`src/rtl/alu_pipeline.sv`:
```
// alu_pipeline: two-stage ALU execution pipeline (operand collect/execute, writeback).
// Operands arrive from the PRF read response or the writeback forwarding bus; the
// result leaves over a valid/ready handshake towards the PRF writeback arbiter.
// Optional build macro ALU_PIPELINE_WB_SKID_EN turns the WB stage into a 2-entry
// FIFO whose accept is taken from registered state only.
module alu_pipeline #(
   parameter int unsigned LOG_PR_COUNT       = 6,
   parameter int unsigned LOG_PRF_BANK_COUNT = 2,
   localparam int unsigned PRF_BANK_COUNT    = 2 ** LOG_PRF_BANK_COUNT
) (
   input  logic                                 CLK,
   input  logic                                 nRST,
   input  logic                                 issue_valid,
   input  logic [3:0]                           issue_op,
   input  logic                                 issue_is_imm,
   input  logic [31:0]                          issue_imm,
   input  logic                                 issue_A_unneeded,
   input  logic                                 issue_A_forward,
   input  logic                                 issue_B_forward,
   input  logic [LOG_PRF_BANK_COUNT-1:0]        issue_A_bank,
   input  logic [LOG_PRF_BANK_COUNT-1:0]        issue_B_bank,
   input  logic [LOG_PR_COUNT-1:0]              issue_dest_PR,
   output logic                                 issue_ready,
   input  logic                                 reg_read_A_ack,
   input  logic                                 reg_read_B_ack,
   input  logic [31:0]                          reg_read_A_data,
   input  logic [31:0]                          reg_read_B_data,
   input  logic [PRF_BANK_COUNT-1:0][31:0]      forward_data_by_bank,
   output logic                                 WB_valid,
   output logic [31:0]                          WB_data,
   output logic [LOG_PR_COUNT-1:0]              WB_PR,
   input  logic                                 WB_ready
);

   // OC/EX stage state
   logic                          oc_valid_q, oc_valid_d;
   logic                          first_q, first_d;
   logic [3:0]                    op_q, op_d;
   logic [LOG_PR_COUNT-1:0]       dest_q, dest_d;
   logic                          a_coll_q, a_coll_d, b_coll_q, b_coll_d;
   logic [31:0]                   a_q, a_d, b_q, b_d;
   logic                          a_fwd_q, a_fwd_d, b_fwd_q, b_fwd_d;
   logic [LOG_PRF_BANK_COUNT-1:0] a_bank_q, a_bank_d, b_bank_q, b_bank_d;

   logic        a_take_fwd, a_take_rd, b_take_fwd, b_take_rd;
   logic        a_ready, b_ready, operands_ready;
   logic [31:0] a_val, b_val, result;
   logic        wb_accept, oc_advance, issue_fire;

   // Operand selection: a forwarded operand is only live in the first OC cycle,
   // a PRF operand is taken whenever its ack shows up while still uncollected.
   always_comb begin
      a_take_fwd = oc_valid_q & first_q & a_fwd_q & ~a_coll_q;
      a_take_rd  = oc_valid_q & ~a_fwd_q & ~a_coll_q & reg_read_A_ack;
      b_take_fwd = oc_valid_q & first_q & b_fwd_q & ~b_coll_q;
      b_take_rd  = oc_valid_q & ~b_fwd_q & ~b_coll_q & reg_read_B_ack;
      a_val = a_coll_q ? a_q : (a_take_fwd ? forward_data_by_bank[a_bank_q] : reg_read_A_data);
      b_val = b_coll_q ? b_q : (b_take_fwd ? forward_data_by_bank[b_bank_q] : reg_read_B_data);
      a_ready = a_coll_q | a_take_fwd | a_take_rd;
      b_ready = b_coll_q | b_take_fwd | b_take_rd;
      operands_ready = a_ready & b_ready;
      oc_advance  = oc_valid_q & operands_ready & wb_accept;
      issue_ready = ~oc_valid_q | oc_advance;
      issue_fire  = issue_valid & issue_ready;
   end

   // ALU function on the live/collected operands
   always_comb begin
      case (op_q)
         4'b0000: result = a_val + b_val;
         4'b1000: result = a_val - b_val;
         4'b0001: result = a_val << b_val[4:0];
         4'b0101: result = a_val >> b_val[4:0];
         4'b1101: result = 32'($signed(a_val) >>> b_val[4:0]);
         4'b0010: result = {31'b0, $signed(a_val) < $signed(b_val)};
         4'b0011: result = {31'b0, a_val < b_val};
         4'b0100: result = a_val ^ b_val;
         4'b0110: result = a_val | b_val;
         4'b0111: result = a_val & b_val;
         default: result = '0;
      endcase
   end

   // OC next state: load on issue, drain on advance, otherwise collect operands
   always_comb begin
      oc_valid_d = oc_valid_q;
      first_d    = 1'b0;
      op_d       = op_q;
      dest_d     = dest_q;
      a_coll_d   = a_coll_q;
      b_coll_d   = b_coll_q;
      a_d        = a_q;
      b_d        = b_q;
      a_fwd_d    = a_fwd_q;
      b_fwd_d    = b_fwd_q;
      a_bank_d   = a_bank_q;
      b_bank_d   = b_bank_q;
      if (issue_fire) begin
         oc_valid_d = 1'b1;
         first_d    = 1'b1;
         op_d       = issue_op;
         dest_d     = issue_dest_PR;
         a_coll_d   = issue_A_unneeded;
         a_d        = '0;
         b_coll_d   = issue_is_imm;
         b_d        = issue_is_imm ? issue_imm : '0;
         a_fwd_d    = issue_A_forward;
         b_fwd_d    = issue_B_forward;
         a_bank_d   = issue_A_bank;
         b_bank_d   = issue_B_bank;
      end else if (oc_advance) begin
         oc_valid_d = 1'b0;
      end else if (oc_valid_q) begin
         if (a_take_fwd | a_take_rd) begin
            a_coll_d = 1'b1;
            a_d      = a_val;
         end
         if (b_take_fwd | b_take_rd) begin
            b_coll_d = 1'b1;
            b_d      = b_val;
         end
      end
   end

   // OC registers
   always_ff @(posedge CLK or negedge nRST) begin
      if (!nRST) begin
         oc_valid_q <= 1'b0;
         first_q    <= 1'b0;
         op_q       <= '0;
         dest_q     <= '0;
         a_coll_q   <= 1'b0;
         b_coll_q   <= 1'b0;
         a_q        <= '0;
         b_q        <= '0;
         a_fwd_q    <= 1'b0;
         b_fwd_q    <= 1'b0;
         a_bank_q   <= '0;
         b_bank_q   <= '0;
      end else begin
         oc_valid_q <= oc_valid_d;
         first_q    <= first_d;
         op_q       <= op_d;
         dest_q     <= dest_d;
         a_coll_q   <= a_coll_d;
         b_coll_q   <= b_coll_d;
         a_q        <= a_d;
         b_q        <= b_d;
         a_fwd_q    <= a_fwd_d;
         b_fwd_q    <= b_fwd_d;
         a_bank_q   <= a_bank_d;
         b_bank_q   <= b_bank_d;
      end
   end

`ifdef ALU_PIPELINE_WB_SKID_EN
   logic [1:0]              cnt_q;
   logic                    head_q;
   logic                    tail;
   logic                    deq;
   logic [31:0]             fd_q [2];
   logic [LOG_PR_COUNT-1:0] fp_q [2];

   // Accept depends only on occupancy, so WB_ready never reaches issue_ready
   always_comb begin
      wb_accept = (cnt_q != 2'd2);
      deq       = (cnt_q != 2'd0) & WB_ready;
      tail      = head_q ^ cnt_q[0];
      WB_valid  = (cnt_q != 2'd0);
      WB_data   = fd_q[head_q];
      WB_PR     = fp_q[head_q];
   end

   // Two-entry WB FIFO; simultaneous enqueue and dequeue keep the count
   always_ff @(posedge CLK or negedge nRST) begin
      if (!nRST) begin
         cnt_q  <= '0;
         head_q <= 1'b0;
         for (int unsigned i = 0; i < 2; i++) begin
            fd_q[i] <= '0;
            fp_q[i] <= '0;
         end
      end else begin
         if (oc_advance) begin
            fd_q[tail] <= result;
            fp_q[tail] <= dest_q;
         end
         if (deq) head_q <= ~head_q;
         cnt_q <= cnt_q + {1'b0, oc_advance} - {1'b0, deq};
      end
   end
`else
   logic                    wb_valid_q;
   logic [31:0]             wb_data_q;
   logic [LOG_PR_COUNT-1:0] wb_pr_q;

   // Single WB register; accept frees up in the same cycle as the handshake
   always_comb begin
      wb_accept = ~wb_valid_q | WB_ready;
      WB_valid  = wb_valid_q;
      WB_data   = wb_data_q;
      WB_PR     = wb_pr_q;
   end

   // WB register holds its contents while stalled
   always_ff @(posedge CLK or negedge nRST) begin
      if (!nRST) begin
         wb_valid_q <= 1'b0;
         wb_data_q  <= '0;
         wb_pr_q    <= '0;
      end else if (oc_advance) begin
         wb_valid_q <= 1'b1;
         wb_data_q  <= result;
         wb_pr_q    <= dest_q;
      end else if (WB_ready) begin
         wb_valid_q <= 1'b0;
      end
   end
`endif

endmodule

```
`config.mk`:
```
export PLATFORM = sky130hd
export DESIGN_NAME = alu_pipeline
export DESIGN_NICKNAME = d
export VERILOG_FILES = /design/src/rtl/alu_pipeline.sv
export SDC_FILE = /design/constraint.sdc
export NUM_CORES = 1
export LEC_CHECK = 0
export ABC_AREA = 1
export CORE_MARGIN = 2
export CORE_UTILIZATION = 30
export CTS_BUF_LIST = sky130_fd_sc_hd__clkbuf_4
export CTS_CLUSTER_SIZE = 28
export DETAILED_ROUTE_END_ITERATION = 10
export PLACE_DENSITY = 0.49
export SYNTH_ARGS = -nofsm -noshare
export SYNTH_HDL_FRONTEND = slang
export SYNTH_SLANG_ARGS = --single-unit
```
`constraint.sdc`:
```
create_clock -name CLK -period 3.65 [get_ports CLK]
set_clock_uncertainty 0.1 [all_clocks]
set_input_delay 0.5475 -clock CLK [delete_from_list [all_inputs] [get_ports CLK]]
set_output_delay 0.5475 -clock CLK [all_outputs]
set_load 0.01 [all_outputs]
```
# Yosys cells after proc, flatten, opt, wreduce, memory -nomap -nowiden
# Cells that the tools add are included.
[word_totals]
register_bits = 123
output_inout_bits = 40
in_bits = 248
[op_classes]
n_eq_ne = 10
shifts = 3
muxes = 31
reduce_logical = 8
bitwise = 32
addsub = 2
magnitude_cmp = 4
[ops]
columns = ["op", "count"]
rows = [
  ["32-bit 2-to-1 mux", 15],
  ["32-bit one-hot mux with 10 select lines", 1],
  ["32-bit binary-select mux with 2-bit select", 2],
  ["32-bit less-than comparator", 2],
  ["32-bit adder", 1],
  ["32-bit bitwise AND", 1],
  ["32-bit bitwise OR", 1],
  ["32-bit by 5-bit << shifter with 32-bit output", 1],
  ["32-bit by 5-bit >> shifter with 32-bit output", 1],
  ["32-bit by 5-bit >>> shifter with 32-bit output", 1],
  ["32-bit subtractor", 1],
  ["32-bit bitwise XOR", 1],
  ["4-bit by 3-bit equality test with 1-bit output (second input constant)", 4],
  ["1-bit bitwise AND", 15],
  ["1-bit 2-to-1 mux", 13],
  ["2-bit nonzero test", 5],
  ["4-bit by 2-bit equality test with 1-bit output (second input constant)", 2],
  ["4-bit equality test (second input constant)", 2],
  ["1-bit bitwise OR", 8],
  ["2-bit by 3-bit less-than comparator with 1-bit output (second input constant)", 2],
  ["1-bit inverter", 6],
  ["3-bit AND reduction", 2],
  ["4-bit by 1-bit equality test with 1-bit output (second input constant)", 1],
  ["4-bit logical NOT", 1],
  ["2-bit by 1-bit != test with 1-bit output (second input constant)", 1],
]

# Depth between registers and ports, before layout
# Gate-level depths: netlist of run 1.
[depth]
ltp_word = 12
depth_mapped = 28
ltp_nobuf = 26

# Worst setup path after synthesis of run 1
# No wires, ideal clock.
[synth_timing]
path_kind = "reg-to-reg"
from = "register oc_valid_q"
to = "register wb_data_q[29], in the netlist WB_data[29]"
setup_ns = 0.117
t_arrival_ns = 3.277
t_required_ns = 3.433
n_path_buf = 3
stages_incl_launch_ff = 23
path_slack_ns = 0.156
cell_sequence = "dfrtp_1 nand3_2 nor2_4 buf_2 clkbuf_1 o221ai_1 nand3_1 inv_1 ha_1 clkbuf_1 nor2_1 nand2_1 o21ai_0 nand2_1 nand2_1 nand3_1 nand2_1 nand2_1 nand3_1 nand2_1 nand3b_1 nand2_1 nand2_1"
[synth_between]
elab_chain_cells = 8
word_cells_on_any_way = 31
[synth_lines]
columns = ["element", "line", "rtl"]
rows = [
  ["from (decl)", "36", "logic oc_valid_q, oc_valid_d;"],
  ["from (signal assigned)", "141", "oc_valid_q <= oc_valid_d;"],
  ["parallel branches: the longest is 8 deep, another holds 32-bit subtractor", "--", ""],
  ["to (signal assigned)", "213", "wb_data_q <= result;"],
  ["to (decl)", "194", "logic [31:0] wb_data_q;"],
]
# Parallel ways; which one is timed is not known.
# A chain may end at the register's enable or synchronous reset.

# Worst setup path after layout of run 1
[layout_timing]
from = "register oc_valid_q"
to = "register wb_data_q[22], in the netlist WB_data[22]"
# Same word-level chain as after synthesis.

==> metrics.cfg, run 1 <==
[setup_path]
worst_ep_arrival_time_ps=4160
cp_max_fo=6
r2r_start=oc_valid_q
worstSetupStartpoint=oc_valid_q
start_kind=flop
rr_endpoint=WB_data[22]
critPathKind=flop to flop
crit_path_end=WB_data[22]
rrSetupSlack_ps=20
setup.worst_path.end_class=flop
reg2reg_depth=25
cp.required_ps=4180

[clock_network]
cts_sinks=123
cts_buffers=17
cts_max_path_buffers=2
cts-root-buf=clkbuf_4
h-tree-depth=4
clkSlewWorstSetupHoldPaths_ps=140
cts_tree=built
insertion_delay_ps=740

[logic_synthesis]
yosysSeqAreaShare=0.174
synth_top_area_frac=0.207
synth_edf_count=0
yosys.area.top_type=nand2_1
syn_area_um2=17700
synth_seq_cells=123
syn_inst=3196
ys.flop_type=dfrtp_1
ys_warn_count=0
yosysMostFrequentCell=nand2_1
synth.area.top_cells=nand2_1 (21%), dfrtp_1 (17%), nand3_1 (16%)
async_flop_share=1.00
avgSynthCellArea_um2=5.55
yosysUniqueCellTypes=52
yosys-top-cells-count=nand2_1 (979), nand3_1 (560), inv_1 (362), nor2_1 (243), o21ai_0 (203)
synth_fp_nets=3544

[route]
vias_per_cell=5.48
drc=0
routedWlPerCell_um=24.8
vias=26000
antenna_left=0
drt_iter0_drc=2878
drt_pass1_iterations=6
drt-total-wl_um=118000

[die]
io_pins=288
dieWidth_um=247
core_area_um2=58700
placementRows=89
initial_utilization=0.302
chipHeight_um=247
die_area_um2=61100

[flow_run]
cap_viol_max_count=0

[pwr]
vdd_drop_max_mv=0.229
swShare=0.395
p_switching_mw=1.60
seq_power_share=0.336
combPwrFrac=0.432
leakage_nw=13.6
power.density_nw_per_um2=144
p_clk_frac=0.232
finalPower_mw=4.05
p_int_mw=2.45

[placed_design]
port_buffers=287
hpwlAfterDp_um=95300
place_ws_ps=-913
dpl_cell_area_um2=25300
gp_congestion=1.01

[grt]
grt_pass1_wl_um=167000
grt_max_degree=71
grt-ovfl-total=0
grt_pass1_vias=24800
antenna_found_initial=9
track_usage=0.378

[timing]
rsz0062_at_grt=yes
period_needed_ps=3630
slew_violations=0
finalWorstSetupSlack_ps=17.9
fmax_ghz=0.275
finalSetupViolations=0
hold_violations=0
tightestPinTransition_ps=839
fin_crit_sh=0.995
slew_headroom=0.440

[layout]
layout.nets=4300
fillers=6169
area_growth_pct=58.9
drive_gt1_frac=0.279
finalInstanceArea_um2=28200

[run_status]
status=finished, final reports clean

[min_path]
hold_path_class=input port to asynchronous set/reset pin

==> stage by stage <==
| step | hold slack (ps) | utilization | TNS, ps | instances |
|---|---|---|---|---|
| 2_1_floorplan | 152 | - | 0 | 3196 |
| 3_3_place_gp | 352 | 0.432 | -12510 | 4639 |
| 3_5_place_dp | 360 | 0.432 | -13830 | 4639 |
| 4_1_cts | 172 | 0.449 | -69.8 | 4687 |
| 5_1_grt | 205 | 0.480 | -447 | 4744 |
| 6_report | 222 | 0.480 | 0 | 4744 |
==> worst min path at each step <==
stage / from / endpoint / slack, ps / cells after the start
3_5_place_dp: dest_q[2] / WB_PR[2] / 360 / 2
2_1_floorplan: nRST / WB_PR[0] / 150 / 0
5_1_grt: issue_dest_PR[0] / dest_q[0] / 210 / 3
4_1_cts: nRST / b_q[19] / 170 / 2
3_3_place_gp: dest_q[4] / WB_PR[4] / 350 / 2
6_report: nRST / b_q[19] / 220 / 2
==> power groups by stage <==
stage / registers [mW] / logic, mW / clock network [mW]
2_1_floorplan: 1.39 / 0.610 / 0
3_3_place_gp: 1.39 / 1.51 / 0
3_5_place_dp: 1.39 / 1.50 / 0
4_1_cts: 1.36 / 1.58 / 0.968
5_1_grt: 1.36 / 1.87 / 1.02
6_report: 1.36 / 1.75 / 0.939
==> cell usage in the layout, fill, tap and decap left out, types with 22 or more instances in the layout <==
| cell type | n |
|---|---|
| a21oi_1 | 86 |
| nor2_2 | 52 |
| ha_1 | 62 |
| nand2_1 | 910 |
| buf_6 | 33 |
| buf_12 | 33 |
| o21ai_1 | 69 |
| nand2_2 | 59 |
| a21oi_2 | 29 |
| o221ai_1 | 25 |
| nand3_2 | 36 |
| inv_1 | 290 |
| buf_4 | 560 |
| nor2_1 | 172 |
| o21ai_0 | 151 |
| or2_2 | 31 |
| clkdlybuf4s50_1 | 285 |
| nand3_1 | 518 |
| nand4_1 | 22 |
| inv_2 | 77 |
| dfrtp_1 | 119 |
| ha_4 | 31 |
| o22ai_1 | 69 |
| nor2_4 | 31 |
==> sequential cells by signal, indices dropped and copies added, names as in the netlist <==
register / cells
WB_PR: 6
WB_data: 32
WB_valid: 1
a_bank_q: 2
a_coll_q: 1
a_fwd_q: 1
a_q: 32
b_bank_q: 2
b_coll_q: 1
b_fwd_q: 1
b_q: 32
dest_q: 6
first_q: 1
oc_valid_q: 1
op_q: 4
==> kinds of logic (layout without fill, tap and decap cells) <==
kind of cell,count (synthesis),count (layout),share of synthesized area
other,0,6,0
AO/OA/AOI/OAI,522,522,0.169
buffers and inverters,557,1326,0.127
flip-flops,123,123,0.174
AND/OR/NAND/NOR,1891,1891,0.458
adder cells (fa/ha/maj),100,100,0.0714
XOR/XNOR,3,3,0.00148
==> critical path, stage by stage, from the launching register on <==
cell and delay [ps]:
dfrtp_1 450, nand3_4 140, nor2_4 170, buf_12 140
clkbuf_16 160, buf_6 120, a21oi_4 60, buf_4 160
ha_2 200, fa_2 360, nand2_2 80, nand2_2 50
nand2_2 60, nand2_2 90, a21oi_2 160, buf_4 150
inv_1 50, buf_4 130, nand3_1 70, nand3_1 110
o21ai_1 160, nand2_1 80, inv_2 50, nand3_2 90
nand2_2 80, nand2_1 50
==> per-layer routing <==
| layer | share of wire | wire [µm] | track usage |
|---|---|---|---|
| met1 | 0.43 | 51100 | 0.507 |
| met2 | 0.43 | 51100 | 0.582 |
| met3 | 0.085 | 10000 | 0.0814 |
| met4 | 0.048 | 5630 | 0.158 |
| met5 | 0.00031 | 37 | 0 |
==> area by class of cell <==
class,instances,area (µm²),area share
Multi-Input combinational cell,2516,14200,0.503
Inverter,373,1420,0.0503
Clock buffer,19,143,0.00507
Antenna cell,6,15.0,0.000533
Clock inverter,13,76.3,0.00271
Sequential cell,123,3080,0.109
Timing Repair Buffer,921,8290,0.294
Tap cell,773,967,0.0343
==> timing repair <==
action,4_1_cts,5_1_grt
endpoints found under the setup margin,30,30
gates resized for setup,149,411
pin swaps,22,120
hold buffers,1,0
buffers inserted,13,53
cloned,3,6
hold endpoints to repair,45,0
Note: power is estimated with default switching activity, not from simulation.
==> inputs of run 2 (changes only) <==
--- a/config.mk
+++ b/config.mk
@@ -12,6 +12,7 @@
 export CTS_CLUSTER_SIZE = 28
 export DETAILED_ROUTE_END_ITERATION = 10
 export PLACE_DENSITY = 0.49
+export REMOVE_ABC_BUFFERS = 1
 export SYNTH_ARGS = -nofsm -noshare
 export SYNTH_HDL_FRONTEND = slang
 export SYNTH_SLANG_ARGS = --single-unit
==> run 2 against run 1 <==
Compared with the run above:
- fmax rose by 1.2%
- flip-flop and latch count did not move
- non-clock buffer count fell by 20
- first-iteration DRC count fell by 1.9%
- final cell count fell by 0.46%
- setup slack improved by 45 ps
- sequential share of layout area rose by 0.074 points
- clock power rose by 13%
- register-to-register slack improved by 40 ps
- combinational power barely moved
- critical endpoint is now WB_data[0]
- largest cell class unchanged
==> metrics.cfg, run 2 (synthesis results as in run 1) <==
[run_status]
status=finished, final reports clean

[route]
antenna_left=0  ; unchanged
drt_pass1_iterations=5  ; -1
drt-total-wl_um=117000  ; -0.86%
drt_iter0_drc=2823  ; -1.9%
routedWlPerCell_um=24.7  ; -0.40%
vias_per_cell=5.52  ; +0.59%
drc=0  ; unchanged
vias=26000  ; +0.12%

[setup_path]
cp_max_fo=11  ; +5
critical_path.max_stage_delay_ps=410  ; -40 ps
worstSetupStartpoint=first_q
cp_cell_sequence=buf_6 > nand3_4 > nand2_2 > buf_12 > buf_4 > or2_2 > nand3_2 > inv_1 > ha_1 > buf_4 > nor2_1 > buf_4 > inv_1 > buf_4 > nor3_1 > a21oi_2 > nand2_2 > a21oi_4 > buf_4 > nand3_1 > nand4_1 > nand2_1 > nand2_1
reg2reg_depth=23  ; -8.0%
cp.required_ps=4190  ; about the same
rrSetupSlack_ps=60  ; +40 ps
worst_ep_arrival_time_ps=4130  ; -30 ps
cpMaxStageDelayCell=dfrtp_1
start_kind=flop
setup.worst_path.end_class=flop
crit_path_end=WB_data[0]
critPathKind=flop to flop
r2r_start=first_q
rr_endpoint=WB_data[0]
crit_top_cell=buf_4

[timing]
hold_violations=0  ; unchanged
slew_headroom=0.468  ; +0.0281
rsz0062_at_grt=yes
fmax_ghz=0.279  ; +1.2%
period_needed_ps=3590  ; -44.5 ps
finalSetupViolations=0  ; unchanged
fin_crit_sh=0.983  ; -0.0122
slew_violations=0  ; unchanged
tightestPinTransition_ps=797  ; -42.2 ps
finalWorstSetupSlack_ps=62.4  ; +44.5 ps

[layout]
fillers=6267  ; +1.6%
multiInputGateArea_um2=14100  ; -0.30%
finalInstanceArea_um2=28000  ; -0.72%
final_cell_mix=nand2_1 (922), buf_4 (548), nand3_1 (515)
layout.nets=4280  ; -0.47%
instances_no_fill=4722  ; -0.46%
area_growth_pct=57.7
final_common_cell=nand2_1
seqCellArea_um2=3080  ; about the same
drive_gt1_frac=0.268  ; -0.0110

[clock_network]
insertion_delay_ps=740  ; about the same
cts_buffers=17  ; unchanged
cts_tree=built
h-tree-depth=4  ; unchanged
cts-root-buf=clkbuf_4
clkSlewWorstSetupHoldPaths_ps=140  ; about the same
cts_max_path_buffers=2  ; unchanged
cts_sinks=123  ; unchanged

[die]
initial_utilization=0.302  ; unchanged
die_area_um2=61100  ; unchanged
io_pins=288  ; unchanged
dieWidth_um=247  ; unchanged
core_area_um2=58700  ; unchanged
chipHeight_um=247  ; unchanged
placementRows=89  ; unchanged

[grt]
grt_pass1_vias=24800  ; +0.14%
track_usage=0.374  ; -0.00421
grt_pass1_wl_um=166000  ; -0.45%
antenna_found_initial=7  ; -2
grt_max_degree=71  ; unchanged
grt-ovfl-total=0  ; unchanged

[placed_design]
dpl_cell_area_um2=25300  ; -0.35%
gp_congestion=1.03  ; +1.8%
dp.cells=4633  ; -0.13%
port_buffers=287  ; unchanged
place_ws_ps=-767  ; +146 ps
hpwlAfterDp_um=94600  ; -0.68%

[flow_run]
cap_viol_max_count=0  ; unchanged

[pwr]
vdd_drop_max_mv=0.213  ; -7.0%
finalPower_mw=4.19  ; +3.4%
leakage_nw=13.5  ; -0.41%
power.density_nw_per_um2=150  ; +4.1%

[min_path]
hold_path_class=input port to asynchronous set/reset pin

-- run 2: cell types whose count changed in the layout (fill, tap and decap cells not counted), sizes merged --
| cell | before | now |
|---|---|---|
| buf | 629 | 610 |
| bufinv | 0 | 1 |
| clkinvlp | 4 | 3 |
| clkinv | 10 | 12 |
| dlymetal6s2s | 0 | 1 |
| dlygate4sd2 | 1 | 0 |
| diode | 6 | 4 |
| inv | 372 | 371 |
| clkbuf | 24 | 22 |
-- run 2: routing by layer --
layer	track usage	vias up	wire, µm
met5	0	-	32
met4	0.139	4	4960
met3	0.0628	184	10300
met2	0.567	1352	49700
met1	0.526	12500	51800
li1	-	12000	-
-- run 2: power by group --
group          internal [mW]  leakage (nW)  switching, mW
Sequential              1.36          1.34              0
Clock                  0.346         0.143          0.716
Combinational          0.819          12.0          0.948
-- run 2: timing repair --
action,4_1_cts,5_1_grt
endpoints found under the hold margin,59,0
pin swaps,6,98
hold buffers,1,0
buffers inserted,5,46
cloned,0,4
gates resized for setup,127,419
setup endpoints to repair,31,32
-- run 2: cell type report --
cell class / count / share of cell area
Timing Repair Buffer: 901 / 0.290
Clock inverter: 14 / 0.00448
Sequential cell: 123 / 0.110
Clock buffer: 18 / 0.00483
Inverter: 373 / 0.0507
Tap cell: 773 / 0.0346
Multi-Input combinational cell: 2516 / 0.505
Antenna cell: 4 / 0.000358
-- run 2: worst max-delay path, delay by kind of cell (launching register included) --
| family | cells | cell delay, ps |
|---|---|---|
| simple gates | 11 | 1360 |
| buf+inv | 9 | 1170 |
| flops | 1 | 410 |
| fa+ha+maj | 1 | 300 |
| compound gates | 2 | 150 |
-- run 2: worst min-delay path by stage --
stage | cells past startpoint | slack (ps) | end | from
after detailed placement | 2 | 360 | WB_PR[0] | dest_q[0]
after global routing | 3 | 240 | dest_q[4] | issue_dest_PR[4]
after CTS | 3 | 190 | op_q[0] | issue_op[0]
after global placement | 2 | 350 | WB_PR[0] | dest_q[0]
after floorplan | 0 | 150 | WB_PR[0] | nRST
final | 2 | 240 | b_bank_q[1] | nRST
-- run 2: per-stage QoR --
step / util / setup TNS (ps) / hold slack, ps
floorplan: - / -128480 / 152
global placement: 0.430 / -14570 / 353
detailed placement: 0.430 / -14670 / 364
CTS: 0.443 / -24.7 / 192
global route: 0.476 / -963 / 240
finish: 0.476 / 0 / 237
